`src/rtl/plot_pkg.sv`:
```
// Shared definitions for the pixel plot scheduler: FSM state encoding,
// coordinate/colour widths and default screen dimensions.
package plot_pkg;

    localparam int unsigned XW = 8;   // vga/cpu x coordinate width
    localparam int unsigned YW = 7;   // vga/cpu y coordinate width
    localparam int unsigned CW = 15;  // colour width

    localparam int unsigned SCREEN_W_DEF = 160;
    localparam int unsigned SCREEN_H_DEF = 120;

    typedef enum logic [0:0] {
        StIdle,
        StClear
    } state_e;

endpackage

```
`src/rtl/plot_scheduler_if.sv`:
```
// Plot scheduler bus bundle.
//   cpu_*   : one-entry CPU plot request channel (valid/ready)
//   clear_* : full-screen fill request and busy indication
//   vga_*   : registered framebuffer write port
//   drop_flag : sticky out-of-range drop indication
// Modports: master = request side / framebuffer sink, slave = scheduler.
interface plot_scheduler_if;
    import plot_pkg::*;

    logic          cpu_valid;
    logic          cpu_ready;
    logic [XW-1:0] cpu_x;
    logic [YW-1:0] cpu_y;
    logic [CW-1:0] cpu_color;

    logic          clear_start;
    logic [CW-1:0] clear_color;
    logic          clear_busy;

    logic [XW-1:0] vga_x;
    logic [YW-1:0] vga_y;
    logic [CW-1:0] vga_color;
    logic          vga_plot;

    logic          drop_flag;

    modport master (
        output cpu_valid, cpu_x, cpu_y, cpu_color, clear_start, clear_color,
        input  cpu_ready, clear_busy, vga_x, vga_y, vga_color, vga_plot, drop_flag
    );

    modport slave (
        input  cpu_valid, cpu_x, cpu_y, cpu_color, clear_start, clear_color,
        output cpu_ready, clear_busy, vga_x, vga_y, vga_color, vga_plot, drop_flag
    );

endinterface

```
`src/rtl/plot_scan_counter.sv`:
```
// Raster scan counter for the screen fill: x runs 0..SCREEN_W-1, then wraps
// and y increments; done_o flags the final pixel (SCREEN_W-1, SCREEN_H-1).
// Ports:
//   clk_i, rst_i : clock, asynchronous active-high reset
//   clear_i      : synchronous return to (0,0), has priority over en_i
//   en_i         : advance one pixel
//   x_o, y_o     : current position
//   done_o       : current position is the last pixel
module plot_scan_counter
    import plot_pkg::*;
#(
    parameter int unsigned SCREEN_W = SCREEN_W_DEF,
    parameter int unsigned SCREEN_H = SCREEN_H_DEF
) (
    input  logic          clk_i,
    input  logic          rst_i,
    input  logic          clear_i,
    input  logic          en_i,
    output logic [XW-1:0] x_o,
    output logic [YW-1:0] y_o,
    output logic          done_o
);

    localparam logic [XW-1:0] XLast = XW'(SCREEN_W - 1);
    localparam logic [YW-1:0] YLast = YW'(SCREEN_H - 1);

    logic [XW-1:0] x_q, x_d;
    logic [YW-1:0] y_q, y_d;
    logic          x_wrap;

    assign x_wrap = (x_q == XLast);

    always_comb begin
        x_d = x_q;
        y_d = y_q;
        if (clear_i) begin
            x_d = '0;
            y_d = '0;
        end else if (en_i) begin
            if (x_wrap) begin
                x_d = '0;
                y_d = (y_q == YLast) ? '0 : y_q + 1'b1;
            end else begin
                x_d = x_q + 1'b1;
            end
        end
    end

    always_ff @(posedge clk_i or posedge rst_i) begin
        if (rst_i) begin
            x_q <= '0;
            y_q <= '0;
        end else begin
            x_q <= x_d;
            y_q <= y_d;
        end
    end

    assign x_o    = x_q;
    assign y_o    = y_q;
    assign done_o = x_wrap && (y_q == YLast);

endmodule

```
`src/rtl/plot_scheduler.sv`:
```
// Pixel plot scheduler: arbitrates between single CPU plot requests (held in a
// one-entry buffer) and a full-screen fill, driving one registered framebuffer
// write port.
// Ports:
//   clock  : single clock, rising edge
//   reset  : asynchronous active-high reset
//   bus_io : plot_scheduler_if slave modport (cpu_*, clear_*, vga_*, drop_flag)
// Build option: define PLOT_BOUNDS_CHECK_EN to discard out-of-range CPU
// requests and raise the sticky drop_flag; otherwise every request is written
// and drop_flag is tied low.
module plot_scheduler
    import plot_pkg::*;
#(
    parameter int unsigned SCREEN_W = SCREEN_W_DEF,
    parameter int unsigned SCREEN_H = SCREEN_H_DEF
) (
    input  logic              clock,
    input  logic              reset,
    plot_scheduler_if.slave   bus_io
);

    state_e        state_q, state_d;

    logic          buf_full_q, buf_full_d;
    logic [XW-1:0] buf_x_q, buf_x_d;
    logic [YW-1:0] buf_y_q, buf_y_d;
    logic [CW-1:0] buf_color_q, buf_color_d;

    logic          vga_plot_q, vga_plot_d;
    logic [XW-1:0] vga_x_q, vga_x_d;
    logic [YW-1:0] vga_y_q, vga_y_d;
    logic [CW-1:0] vga_color_q, vga_color_d;

    logic [CW-1:0] clr_color_q, clr_color_d;

    logic          cnt_clear, cnt_en, cnt_done;
    logic [XW-1:0] cnt_x;
    logic [YW-1:0] cnt_y;

    logic          accept;
    logic          in_range;

    // Ready depends only on buffer occupancy, so accept and issue never overlap.
    assign accept = bus_io.cpu_valid && !buf_full_q;

`ifdef PLOT_BOUNDS_CHECK_EN
    logic drop_q, drop_d;

    assign in_range = (32'(bus_io.cpu_x) < SCREEN_W) && (32'(bus_io.cpu_y) < SCREEN_H);
    assign drop_d   = drop_q || (accept && !in_range);

    always_ff @(posedge clock or posedge reset) begin
        if (reset) begin
            drop_q <= 1'b0;
        end else begin
            drop_q <= drop_d;
        end
    end

    assign bus_io.drop_flag = drop_q;
`else
    assign in_range         = 1'b1;
    assign bus_io.drop_flag = 1'b0;
`endif

    plot_scan_counter #(
        .SCREEN_W (SCREEN_W),
        .SCREEN_H (SCREEN_H)
    ) u_scan (
        .clk_i   (clock),
        .rst_i   (reset),
        .clear_i (cnt_clear),
        .en_i    (cnt_en),
        .x_o     (cnt_x),
        .y_o     (cnt_y),
        .done_o  (cnt_done)
    );

    always_comb begin
        state_d     = state_q;
        buf_full_d  = buf_full_q;
        buf_x_d     = buf_x_q;
        buf_y_d     = buf_y_q;
        buf_color_d = buf_color_q;
        vga_plot_d  = 1'b0;
        vga_x_d     = vga_x_q;
        vga_y_d     = vga_y_q;
        vga_color_d = vga_color_q;
        clr_color_d = clr_color_q;
        cnt_clear   = 1'b0;
        cnt_en      = 1'b0;

        case (state_q)
            StIdle: begin
                // A fill request takes priority; any buffered write waits for it.
                if (bus_io.clear_start) begin
                    state_d     = StClear;
                    clr_color_d = bus_io.clear_color;
                    cnt_clear   = 1'b1;
                end else if (buf_full_q) begin
                    vga_plot_d  = 1'b1;
                    vga_x_d     = buf_x_q;
                    vga_y_d     = buf_y_q;
                    vga_color_d = buf_color_q;
                    buf_full_d  = 1'b0;
                end
            end
            StClear: begin
                vga_plot_d  = 1'b1;
                vga_x_d     = cnt_x;
                vga_y_d     = cnt_y;
                vga_color_d = clr_color_q;
                cnt_en      = 1'b1;
                if (cnt_done) begin
                    state_d = StIdle;
                end
            end
            default: state_d = StIdle;
        endcase

        // accept implies an empty buffer, so this never collides with an issue.
        if (accept && in_range) begin
            buf_full_d  = 1'b1;
            buf_x_d     = bus_io.cpu_x;
            buf_y_d     = bus_io.cpu_y;
            buf_color_d = bus_io.cpu_color;
        end
    end

    always_ff @(posedge clock or posedge reset) begin
        if (reset) begin
            state_q     <= StIdle;
            buf_full_q  <= 1'b0;
            buf_x_q     <= '0;
            buf_y_q     <= '0;
            buf_color_q <= '0;
            vga_plot_q  <= 1'b0;
            vga_x_q     <= '0;
            vga_y_q     <= '0;
            vga_color_q <= '0;
            clr_color_q <= '0;
        end else begin
            state_q     <= state_d;
            buf_full_q  <= buf_full_d;
            buf_x_q     <= buf_x_d;
            buf_y_q     <= buf_y_d;
            buf_color_q <= buf_color_d;
            vga_plot_q  <= vga_plot_d;
            vga_x_q     <= vga_x_d;
            vga_y_q     <= vga_y_d;
            vga_color_q <= vga_color_d;
            clr_color_q <= clr_color_d;
        end
    end

    assign bus_io.cpu_ready  = !buf_full_q;
    assign bus_io.clear_busy = (state_q == StClear);
    assign bus_io.vga_plot   = vga_plot_q;
    assign bus_io.vga_x      = vga_x_q;
    assign bus_io.vga_y      = vga_y_q;
    assign bus_io.vga_color  = vga_color_q;

endmodule

```
`src/flat_wrapper.sv`:
```
// flat-port wrapper written by rule: the top's interface ports become plain ports
module plot_scheduler_flat import plot_pkg::*;
#(
    parameter int unsigned SCREEN_W = SCREEN_W_DEF,
    parameter int unsigned SCREEN_H = SCREEN_H_DEF
)
  (clock, reset, bus_io_cpu_valid, bus_io_cpu_x, bus_io_cpu_y, bus_io_cpu_color, bus_io_clear_start, bus_io_clear_color, bus_io_cpu_ready, bus_io_clear_busy, bus_io_vga_x, bus_io_vga_y, bus_io_vga_color, bus_io_vga_plot, bus_io_drop_flag);
  plot_scheduler_if bus_io_i ();
  input  logic clock;
  input  logic reset;
  input wire logic [$bits(bus_io_i.cpu_valid)-1:0] bus_io_cpu_valid;
  input wire logic [$bits(bus_io_i.cpu_x)-1:0] bus_io_cpu_x;
  input wire logic [$bits(bus_io_i.cpu_y)-1:0] bus_io_cpu_y;
  input wire logic [$bits(bus_io_i.cpu_color)-1:0] bus_io_cpu_color;
  input wire logic [$bits(bus_io_i.clear_start)-1:0] bus_io_clear_start;
  input wire logic [$bits(bus_io_i.clear_color)-1:0] bus_io_clear_color;
  output wire logic [$bits(bus_io_i.cpu_ready)-1:0] bus_io_cpu_ready;
  output wire logic [$bits(bus_io_i.clear_busy)-1:0] bus_io_clear_busy;
  output wire logic [$bits(bus_io_i.vga_x)-1:0] bus_io_vga_x;
  output wire logic [$bits(bus_io_i.vga_y)-1:0] bus_io_vga_y;
  output wire logic [$bits(bus_io_i.vga_color)-1:0] bus_io_vga_color;
  output wire logic [$bits(bus_io_i.vga_plot)-1:0] bus_io_vga_plot;
  output wire logic [$bits(bus_io_i.drop_flag)-1:0] bus_io_drop_flag;
  assign bus_io_i.cpu_valid = bus_io_cpu_valid;
  assign bus_io_i.cpu_x = bus_io_cpu_x;
  assign bus_io_i.cpu_y = bus_io_cpu_y;
  assign bus_io_i.cpu_color = bus_io_cpu_color;
  assign bus_io_i.clear_start = bus_io_clear_start;
  assign bus_io_i.clear_color = bus_io_clear_color;
  assign bus_io_cpu_ready = bus_io_i.cpu_ready;
  assign bus_io_clear_busy = bus_io_i.clear_busy;
  assign bus_io_vga_x = bus_io_i.vga_x;
  assign bus_io_vga_y = bus_io_i.vga_y;
  assign bus_io_vga_color = bus_io_i.vga_color;
  assign bus_io_vga_plot = bus_io_i.vga_plot;
  assign bus_io_drop_flag = bus_io_i.drop_flag;
  plot_scheduler #(.SCREEN_W(SCREEN_W), .SCREEN_H(SCREEN_H)) u_core (.clock(clock), .reset(reset), .bus_io(bus_io_i));
endmodule
```
`config.mk`:
```
export PLATFORM = sky130hd
export DESIGN_NAME = plot_scheduler_flat
export DESIGN_NICKNAME = d
export VERILOG_FILES = /design/src/rtl/plot_pkg.sv /design/src/rtl/plot_scheduler_if.sv /design/src/rtl/plot_scan_counter.sv /design/src/rtl/plot_scheduler.sv /design/src/flat_wrapper.sv
export SDC_FILE = /design/constraint.sdc
export NUM_CORES = 1
export LEC_CHECK = 0
export CORE_MARGIN = 5
export CORE_UTILIZATION = 45
export DETAILED_ROUTE_END_ITERATION = 8
export GPL_TIMING_DRIVEN = 0
export PLACE_DENSITY = 0.77
export SLEW_MARGIN = 25
export SYNTH_ARGS = -nofsm -noshare
export SYNTH_HDL_FRONTEND = slang
export SYNTH_SLANG_ARGS = --single-unit
```
`constraint.sdc`:
```
create_clock -name clock -period 3.3 [get_ports clock]
set_input_delay 0.495 -clock clock [delete_from_list [all_inputs] [get_ports clock]]
set_output_delay 0.495 -clock clock [all_outputs]
set_load 0.01 [all_outputs]
```
==> flow_summary.toml <==
[power_and_ir_drop]
irDropWorstVdd_mv = 0.325
power_frac_clock = 0.302
power.share.combinational = 0.115
internal_power_w = 0.00179
power_density_nw_per_um2 = 444
p_leak_nw = 2.40
sequentialPowerShare = 0.583
netSwitchingPower_w = 0.000527
sw_frac_of_total = 0.227

[global_route]
antenna_found_initial = 0
grt_pass1_wl_um = 15300
grt_pass1_vias = 3148
gr-usage-all-layers = 0.172
grt_overflow = 0
grt_max_degree = 56

[critical_path]
timing.rr.start = "u_core.u_scan.x_o[1]"
setup.worst_path.end = "u_core.bus_io.vga_y[1]"
r2r-end = "u_core.u_scan.y_o[6]"
cp.arrival_ns = 2.23
worstSetupStartpoint = "bus_io_clear_start"
path_class = "in -> reg"
cp-end-kind = "register"
r2r_slack_ns = 1.49
start_kind = "input pin"
cp_max_fo = 10
r2r.worst_path.cells = 5
cp.required_ns = 3.57

[run_status]
status = "complete, no violations"

[placement]
place_area_um2 = 5030
port_buffers = 81
hpwl_um = 6570
dp.cells = 561
routabilityCongestion = 0.878

[clock_network]
numCtsBuffers = 9
htree_levels = 3
path_clk_slew_ns = 0.08
ctsResizeCount = 0
cts.sink_count = 93
post_cts_buffers = 0
clock_path_buffers = 2
tritoncts = "built"
root_buffer = "clkbuf_8"
hold_buffers = 0
clk_latency_ns = 0.36

[finish]
antenna_cells = 0
area.growth.synth_to_final_pct = 28.5
final_cells = 576
drive_gt1_frac = 0.141
final_area_um2 = 5210
fin_util = 0.595
fin_nets = 515

[floorplanning]
initial_core_util = 0.463
dieArea_um2 = 11000
row_count = 34
coreArea_um2 = 8760
fp.dieH_um = 105
die_x_um = 105
ios = 83

[synthesis]
synth_flop_cell = "dfrtp_1"
synth-compound-area-share = 0.0753
synth_fa_ha_area_frac = 0.00617
muxShareOfSynthArea = 0.157
ys_ff_latch = 93
ys_seq_area_frac = 0.574
synth_top_family_by_area = "multiplexers"
synth_cells = 371
avgSynthCellArea_um2 = 10.9
synth_xor_area_frac = 0.00648
synth_warnings = 0
synth_nets = 422
synthSimpleGateAreaFrac = 0.146
synthArstFlopShare = 1.00
synth_cell_types = 42
synth.cell_area_um2 = 4060
synth_edf_count = 0

[timing]
fin_worst_skew_ns = 0.00886
period_minus_slack_ns = 1.96
timing.final.crit_share = 0.594
hold_violations = 0
slew_headroom = 0.628
slew_viol_final = 0
tightest_slew_ns = 0.557
fmax_mhz = 510
setup_viol = 0
rsz0062_at_grt = "false"

[route]
wl_per_cell_um = 15.6
finalWirelength_um = 8970
drtIter0Drc = 219
avgViaCountPerCell = 5.27
drt_first_pass_iters = 4
route.vias.total = 3037
drtAntennaViolNets = 0
drc = 0

[hold_path]
min_from = "u_core.bus_io.vga_y[4]"
hold_path_class = "reg -> reg"

[run]
drv_cap = 0
## metrics by stage
stage | setup WS, ns | TNS, ns | power [W] | hold slack, ns
floorplan | 0.385 | 0 | 0.00151 | 0.445
global placement | -0.966 | -89.35 | 0.00162 | 0.457
detailed placement | 0.974 | 0 | 0.00165 | 0.462
CTS | 1.34 | 0 | 0.00234 | 0.483
global route | 1.19 | 0 | 0.00243 | 0.506
finish | 1.34 | 0 | 0.00232 | 0.483
## worst max-delay path, stage by stage
cell and delay, ns:
clkdlybuf4s50_1 0.62, inv_1 0.13, a21oi_2 0.34, clkbuf_1 0.42, nand2_1 0.12, o21ai_0 0.10
## layout make-up
type / instances / area [µm²]
flip-flops and latches: 93 / 2330
fillers: 721 / 3550
well taps: 108 / 135
plain buffers: 22 / 115
inverters: 6 / 27.5
multi-input cells: 250 / 1590
clock buffers: 14 / 173
repair buffers: 82 / 838
clock inverters: 1 / 5.00
## Yosys cell counts (2+ instances only)
master    number  share of area
nand2b_1       2         0.0031
inv_1          6         0.0056
buf_4          6          0.011
a21oi_1        4         0.0049
nor3_1         2         0.0025
nand2_1       93          0.086
mux2i_1       30          0.074
o21ai_0       41          0.051
xnor2_1        2         0.0043
clkbuf_1       8         0.0074
buf_2          6         0.0074
mux2_2        30          0.083
nor2_1         3         0.0028
ha_1           2         0.0062
dfrtp_1       93           0.57
or2b_1         2         0.0037
or3_1          3         0.0046
nand3_1       11          0.014
clkbuf_2       2         0.0025
nand4_1        3         0.0046
## power groups by stage
stage                     clock network (W)  logic (W)  registers (W)
after global placement                    0   0.000255        0.00137
after CTS                          0.000715   0.000272        0.00135
final                              0.000700   0.000266        0.00135
after floorplan                           0   0.000156        0.00136
after global routing               0.000768   0.000292        0.00137
after detailed placement                  0   0.000271        0.00137
## routing by layer
metal  up-vias  track usage  part of all wire
li1       1445            -                 -
met1      1502        0.225              0.44
met2        75        0.283              0.51
met3        15       0.0284             0.032
met4         0       0.0731             0.025
met5         -            0                 0
## layout by cell type (no fill, tap or decap), drive strengths merged, types with 2 or more instances in the layout
master	instances
nand4	4
nand3	11
nor3	2
nand2b	2
ha	2
buf	13
or2b	2
mux2i	30
inv	6
clkbuf	24
nand2	93
nor4	2
a21oi	5
xnor2	2
or3	3
nor2	4
and4	2
mux2	30
o21ai	42
dfrtp	93
clkdlybuf4s50	81
## how the worst min path moves through the flow
| stage | end | cells after the start | slack, ns |
|---|---|---|---|
| detailed placement | u_core.clr_color_q[11] | 2 | 0.46 |
| global route | u_core.bus_io.vga_y[4] | 2 | 0.51 |
| floorplan | u_core.clr_color_q[0] | 2 | 0.45 |
| finish | u_core.bus_io.vga_y[4] | 2 | 0.48 |
| global placement | u_core.clr_color_q[12] | 2 | 0.46 |
| CTS | u_core.clr_color_q[11] | 2 | 0.48 |
## cells by family (layout without fill, tap and decap cells)
kind of cell	count (synthesis)	count (layout)
adders and majority gates	2	2
DFF	93	93
AOI/OAI and AO/OA	55	55
buffers and inverters	28	125
and+or+nand+nor	129	129
other	1	1
muxes	60	60
xor gates and xnor gates	3	3
## flip-flops by register name, summed over array words and instances (netlist names)
name                      cells
u_core.buf_full_q             1
u_core.bus_io.vga_x           8
u_core.u_scan.y_o             7
u_core.bus_io.clear_busy      1
u_core.bus_io.vga_y           7
u_core.buf_y_q                7
u_core.buf_color_q           15
u_core.clr_color_q           15
u_core.u_scan.x_o             8
u_core.bus_io.vga_color      15
u_core.buf_x_q                8
u_core.bus_io.vga_plot        1
(Power assumes the default switching activity.)
